--- src/rtl/uart_pkg.sv ---
// uart_pkg: shared state encoding and parity/stop-bit constants for the UART receiver.
package uart_pkg;
  typedef enum logic [2:0] {S_IDLE, S_START, S_DATA, S_PARITY, S_STOP} rx_state_t;
  localparam int PARITY_NONE = 0;
  localparam int PARITY_EVEN = 1;
  localparam int PARITY_ODD  = 2;
  localparam int STOP_ONE    = 1;
  localparam int STOP_TWO    = 2;
endpackage

--- src/rtl/uart_rx_sync.sv ---
// uart_rx_sync: two-flop synchronizer for the serial line, resetting to the idle level.
module uart_rx_sync (
  input  logic clk_in,
  input  logic reset_n,
  input  logic d,
  output logic q
);
  logic m;
  always_ff @(posedge clk_in or negedge reset_n)
    if (!reset_n) {q, m} <= 2'b11;
    else {q, m} <= {m, d};
endmodule

--- src/rtl/uart_receiver.sv ---
// uart_receiver: oversampling UART receiver with optional parity, 1/2 stop bits
// and a valid/ready output holding register with overrun detection.
module uart_receiver import uart_pkg::*; #(
  parameter int DATA_BITS   = 8,
  parameter int OVERSAMPLE  = 16,
  parameter int PARITY_MODE = PARITY_NONE,
  parameter int STOP_BITS   = STOP_ONE
) (
  input  logic                 clk_in,
  input  logic                 reset_n,
  input  logic                 rx_data,
  output logic [DATA_BITS-1:0] data,
  output logic                 data_valid,
  input  logic                 data_ready,
  output logic                 parity_err,
  output logic                 frame_err,
  output logic                 overrun_err,
  output logic                 busy
);
  localparam int CW = $clog2(OVERSAMPLE);
  localparam int BW = $clog2(DATA_BITS + 1);
  localparam logic [CW-1:0] HALF = CW'(OVERSAMPLE / 2 - 1);
  localparam logic [CW-1:0] LAST = CW'(OVERSAMPLE - 1);
  rx_state_t state;
  logic [CW-1:0] cyc;
  logic [BW-1:0] bits;
  logic [DATA_BITS-1:0] shreg;
  logic rx_s, par_r, frm_r, done, tick, last_data, last_stop, hold;
  uart_rx_sync u_sync (.clk_in(clk_in), .reset_n(reset_n), .d(rx_data), .q(rx_s));
  // START samples half a bit in; every later state samples one full bit after the previous sample
  assign tick      = cyc == (state == S_START ? HALF : LAST);
  assign last_data = bits == BW'(DATA_BITS - 1);
  assign last_stop = bits == BW'(STOP_BITS - 1);
  assign busy      = state != S_IDLE;
  assign hold      = data_valid && !data_ready;
  always_ff @(posedge clk_in or negedge reset_n) begin
    if (!reset_n) begin
      state <= S_IDLE;
      cyc   <= '0;
      bits  <= '0;
      shreg <= '0;
      par_r <= 1'b0;
      frm_r <= 1'b0;
      done  <= 1'b0;
    end else begin
      done <= 1'b0;
      cyc  <= (state == S_IDLE || tick) ? '0 : cyc + CW'(1);
      case (state)
        S_IDLE: begin
          bits <= '0;
          if (!rx_s) begin
            state <= S_START;
            par_r <= 1'b0;
            frm_r <= 1'b0;
          end
        end
        S_START: if (tick) state <= rx_s ? S_IDLE : S_DATA;
        S_DATA: if (tick) begin
          shreg <= {rx_s, shreg[DATA_BITS-1:1]};
          bits  <= last_data ? '0 : bits + BW'(1);
          if (last_data) state <= PARITY_MODE != PARITY_NONE ? S_PARITY : S_STOP;
        end
        S_PARITY: if (tick) begin
          par_r <= ^shreg ^ rx_s ^ (PARITY_MODE == PARITY_ODD);
          state <= S_STOP;
        end
        S_STOP: if (tick) begin
          frm_r <= frm_r | ~rx_s;
          bits  <= last_stop ? '0 : bits + BW'(1);
          if (last_stop) begin
            state <= S_IDLE;
            done  <= 1'b1;
          end
        end
        default: state <= S_IDLE;
      endcase
    end
  end
  // A completed frame is dropped only if the held word is not being consumed this cycle
  always_ff @(posedge clk_in or negedge reset_n) begin
    if (!reset_n) begin
      data        <= '0;
      data_valid  <= 1'b0;
      parity_err  <= 1'b0;
      frame_err   <= 1'b0;
      overrun_err <= 1'b0;
    end else begin
      overrun_err <= done && hold;
      if (done && !hold) begin
        data       <= shreg;
        parity_err <= par_r;
        frame_err  <= frm_r;
        data_valid <= 1'b1;
      end else if (data_valid && data_ready) data_valid <= 1'b0;
    end
  end
endmodule

--- config.mk ---
export PLATFORM = sky130hd
export DESIGN_NAME = uart_receiver
export DESIGN_NICKNAME = d
export VERILOG_FILES = /design/src/rtl/uart_pkg.sv /design/src/rtl/uart_rx_sync.sv /design/src/rtl/uart_receiver.sv
export SDC_FILE = /design/constraint.sdc
export NUM_CORES = 1
export LEC_CHECK = 0
export CAP_MARGIN = 20
export CORE_AREA = 2 2 82 45
export CTS_CLUSTER_DIAMETER = 50
export CTS_CLUSTER_SIZE = 20
export DETAILED_ROUTE_END_ITERATION = 10
export DIE_AREA = 0 0 84 47
export PLACE_DENSITY = 0.75
export SLEW_MARGIN = 20
export SYNTH_ARGS = -nofsm -noshare
export SYNTH_HDL_FRONTEND = slang
export SYNTH_SLANG_ARGS = --single-unit
--- constraint.sdc ---
create_clock -name clk_in -period 3.8 [get_ports clk_in]
set_clock_uncertainty 0.1 [all_clocks]
set_input_delay 1.14 -clock clk_in [delete_from_list [all_inputs] [get_ports clk_in]]
set_output_delay 1.14 -clock clk_in [all_outputs]
set_load 0.01 [all_outputs]
# After elaboration in Yosys (flattened, before gate mapping)

Index checks and enable logic that the tools add are counted.

Input port bits: 4
Word-level logic and storage cells: 78
Flip-flop bits (word level): 36
Output and inout port bits: 13

Reductions and logical operators: 20
$add $sub $neg: 2
Equal/unequal tests: 13
Multiplexer cells: 26
Bitwise gates (word level): 3

Operators with widths:

| kind                                                 | count |
|---|---|
| two-way mux 4 bit                                    | 6 |
| two-way mux 3 bit                                    | 7 |
| case mux 3 bit (5 select lines)                      | 1 |
| != test 2 bit (second input constant)                | 7 |
| case mux 4 bit (3 select lines)                      | 1 |
| AND reduction 3 bit                                  | 3 |
| adder 4 x 1 -> 4 bit (second input constant)         | 2 |
| two-way mux 1 bit                                    | 8 |
| XOR reduction 8 bit                                  | 1 |
| AND reduction 7 bit                                  | 1 |
| equality test 3 x 2 -> 1 bit (second input constant) | 2 |
| nonzero test 2 bit                                   | 3 |
| nonzero test 3 bit                                   | 2 |
| equality test 4 x 3 -> 1 bit (second input constant) | 1 |
| equality test 4 bit                                  | 1 |
| logical AND 1 bit                                    | 4 |
| logical NOT 4 bit                                    | 1 |
| case mux 1 bit (2 select lines)                      | 2 |
| equality test 3 x 1 -> 1 bit (second input constant) | 1 |
| equality test 3 bit (second input constant)          | 1 |
| logical NOT 3 bit                                    | 1 |
| logical NOT 1 bit                                    | 2 |
| two-way mux 2 bit                                    | 1 |
| AND reduction 2 bit                                  | 1 |
| other kinds (4)                                      | 4 |

# Longest topological paths before layout

Word-level depth: 5
Gate-level depth with buffers: 6
Depth with buffers taken out: 6

# By module

A second synthesis with hierarchy kept.

Cell total of the unflattened synthesis: 137
Area, all modules: 1709.1 µm²

By module, submodules not included:

| module        | instances | area each (µm²) | seq. area each (µm²) | cells an instance |
|---|---|---|---|---|
| uart_receiver | 1         | 1656.6          | 850.8                | 135 |
| uart_rx_sync  | 1         | 52.6            | 52.6                 | 2 |

# Worst setup path before layout

No wires, ideal clock.

Path type: flip-flop to output port
From: reg state[1]
To: out busy
Data arrival time: 0.944 ns
Data required time: 2.560 ns
Cell stages (with the launch flop): 3
Path slack: 1.616 ns
Path buffers: 1
Path through: dfrtp_1 > buf_4 > or3_1

Word-level cells in the longest chain between the ends: 1

Ends and longest elaborated chain:

| item                   | RTL line            | source |
|---|---|---|
| from (decl)            | uart_receiver.sv:24 | `rx_state_t state;` |
| from (signal assigned) | uart_receiver.sv:57 | `S_START: if (tick) state <= rx_s ? S_IDLE : S_DATA;` |
| from (signal assigned) | uart_receiver.sv:61 | `if (last_data) state <= PARITY_MODE != PARITY_NONE ? S_PARITY : S_STOP;` |
| nonzero test 3 bit     | uart_receiver.sv:34 | `assign busy = state != S_IDLE;` |
| to (decl)              | uart_receiver.sv:18 | `output logic busy` |

No other way between the ends.

# Worst setup path in the final report

From: reg state[0]
To: out busy

The elaborated chain is that of the path after synthesis.

==> run_results.csv <==
group,metric,value,unit
finish,fin_cells,205,
setup_path,start_kind,"flop",
global_route,grt_pass1_wl,5110,µm
clock_tree,clkLatencyLatePin,0.28,ns
power,sw_frac_of_total,30.7,%
sta,period_minus_slack,3.08,ns
global_route,grt_antenna_before_repair,0,
setup_path,r2r-start,"cyc[0]$_DFF_PN0_",
sta,setup_viol,0,
hold_path,hold_depth,0,
global_route,grt_max_degree,37,
sta,tightestPinTransition,0.516,ns
sta,setup-tns-final,0,ns
detailed_routing,via_per_inst,5.40,
logic_synthesis,synth_cells,142,
job,cap_viol_max_count,0,
setup_path,path_max_fanout,18,
logic_synthesis,synth.distinct_cells,44,
logic_synthesis,syn_nets,149,
hold_path,min_to,"u_sync.q$_DFF_PN1_",
die,die_area,3950,µm²
setup_path,regToRegEndpoint,"shreg[1]$_DFFE_PN0P_",
clock_tree,cts_sinks,36,
detailed_routing,firstDrtPassIters,4,
detailed_routing,vias,1107,
clock_tree,cts-htree-levels,2,
clock_tree,postCtsSetupBuffers,0,
logic_synthesis,synth-edff-count,0,
sta,maxSlewHeadroom,65.6,%
detailed_routing,drc,0,
global_route,grt_pass1_vias,1111,
global_route,overflow,0,
die,die_x,84,µm
setup_path,r2r_cells,5,
clock_tree,clock_tree.root_cell,"clkbuf_8",
logic_synthesis,synthArstFlopShare,100,%
setup_path,timing.reg2reg.setup_slack,1.75,ns
place,io_buffers,16,
power,combPwrFrac,20.1,%
logic_synthesis,synth_area_per_cell,11.9,µm²
die,num_io_pins,17,
power,power_per_cell_area,494,nW/µm²
detailed_routing,antenna_left,0,
die,core_area,3250,µm²
power,switching_power,0.000301,W
finish,layout.nets,169,
setup_path,critPathCaptureType,"primary output",
power,p_leak,0.937,nW
setup_path,worstSetupPathType,"flop to primary output",
power,p_clk_share,29.9,%
sta,drv_slew,0,
setup_path,cp.arrival,1.84,ns
detailed_routing,drt_iter0_drc,73,
detailed_routing,routedWlPerCell,14.2,µm
global_route,grt.total_usage,17.5,%
sta,finalCritPeriodShare,80.9,%
hold_path,hold_path_class,"flop to flop",
place,place_congestion,0.831,
logic_synthesis,yosysSeqAreaShare,53.6,%
die,start_util,51.9,%
clock_tree,cts_hold_buf,0,
detailed_routing,drt-total-wl,2920,µm
outcome,outcome,"finished clean",
logic_synthesis,netlist_area,1690,µm²
finish,area_growth,17.8,%
power,ir_drop,0.349,mV
die,num_rows,15,
place,hpwl,2060,µm
place,pre_cts_ws,1.04,ns
clock_tree,clk_pin_slew,0.07,ns
logic_synthesis,yosysWarnings,0,
logic_synthesis,ys_ff_latch,36,
hold_path,hp-start,"u_sync.m$_DFF_PN1_",
power,p_total,0.000980,W
finish,num_antenna_cells,0,
clock_tree,clock_path_buffers,2,
sta,clock.fmax,325,MHz
clock_tree,cts_buffers,5,
sta,rsz0062_at_grt,"no",
place,dp.cells,197,
sta,layout_setup_ws,0.725,ns
power,pwr-share-seq,50.0,%
sta,holdWs,0.261,ns
logic_synthesis,synth_flop_cell,"dfrtp_1",
power,power.internal,0.000679,W
die,die_y,47,µm
clock_tree,ctsResizeCount,0,
sta,finalHoldViolations,0,
setup_path,cp_data_required_time,2.56,ns
finish,drive_above_1_share,20.9,%
clock_tree,cts_tree,"done",
-- cells in the final DEF (no fill, tap or decap), types with 2 or more instances in the layout --
cell type        synthesis  final
dfrtp_1                 34     34
mux2_2                  18     18
clkdlybuf4s50_1          0     16
nor2_1                  13     13
inv_1                    9      9
nand2_1                  7      7
clkbuf_8                 0      7
o21ai_0                  4      4
xor2_1                   3      3
nand3_1                  3      3
a21oi_1                  3      3
ha_1                     3      3
o22a_1                   2      2
nand2b_1                 2      2
a211oi_1                 2      2
nor3_1                   2      2
mux2i_1                  2      2
nand4_1                  2      2
o21bai_1                 2      2
nand4b_1                 2      2
a31oi_1                  2      2
xnor2_1                  2      2
dfstp_2                  2      2
-- flip-flops by register name (all words and copies together), names as in the netlist, 3 cells and up --
name	flops
bits	4
shreg	8
state	3
cyc	4
data	8
-- critical path: stages, from the launching register on --
cell             delay, ns
dfrtp_1               0.57
or3_1                 0.48
clkdlybuf4s50_1       0.50
-- per-layer routing --
layer  share of wire (%)  GRT usage (%)
met1                  52           22.3
met2                  42           26.2
met3                 5.5           7.73
met4                 1.1           9.03
met5                   0              0
-- cells in the mapped netlist, drive strengths merged (2+ instances only) --
master,number,area (µm²)
nand4b,2,17.5
a211oi,2,15.0
mux2,18,203
inv,9,33.8
nand2b,2,12.5
a21oi,3,15.0
o22a,2,17.5
nand3,4,25.0
xor2,3,26.3
a31oi,2,12.5
o21ai,4,20.0
nand4,2,12.5
dfrtp,34,851
nor3,2,10.0
ha,3,37.5
o21bai,2,15.0
mux2i,2,20.0
nand2,7,26.3
dfstp,2,52.6
nor2,14,55.1
xnor2,2,17.5
buf,3,16.3
-- through the flow --
stage	instance area (µm²)	util, %
after global routing	1990	61.2
after floorplan	1690	-
after detailed placement	1890	58.1
after CTS	1990	61.2
final	1990	61.2
after global placement	1890	58.1
-- power groups by stage --
stage               Clock, W  Combinational [W]  Sequential, W
floorplan                  0           0.000183       0.000457
global placement           0           0.000187       0.000491
finish              0.000293           0.000197       0.000490
detailed placement         0           0.000196       0.000496
global route        0.000315           0.000222       0.000500
CTS                 0.000302           0.000197       0.000488
-- final cells by class --
cell class / count / area (µm²)
fillers: 256 / 1260
flip-flops and latches: 36 / 903
multi-input cells: 93 / 728
repair buffers: 17 / 168
clock buffers: 8 / 100
well taps: 42 / 52.6
inverters: 9 / 33.8
-- worst max path at each step --
| stage | start | end | cells past startpoint |
|---|---|---|---|
| 2_1_floorplan | state[1]$_DFFE_PN0P_ | busy | 2 |
| 3_3_place_gp | state[0]$_DFFE_PN0P_ | busy | 2 |
| 3_5_place_dp | state[0]$_DFFE_PN0P_ | busy | 2 |
| 4_1_cts | state[0]$_DFFE_PN0P_ | busy | 2 |
| 5_1_grt | state[0]$_DFFE_PN0P_ | busy | 2 |
| 6_report | state[0]$_DFFE_PN0P_ | busy | 2 |
-- cell families after synthesis --
group                      after synthesis  share of synthesized area (%)
DFF                                     36                           53.6
adders and majority gates                4                           2.90
buffers and inverters                   13                           3.19
AOI/OAI and AO/OA                       20                           8.17
xor gates and xnor gates                 7                           5.35
muxes                                   20                           13.2
and+or+nand+nor                         42                           13.6
(Power assumes the default switching activity.)
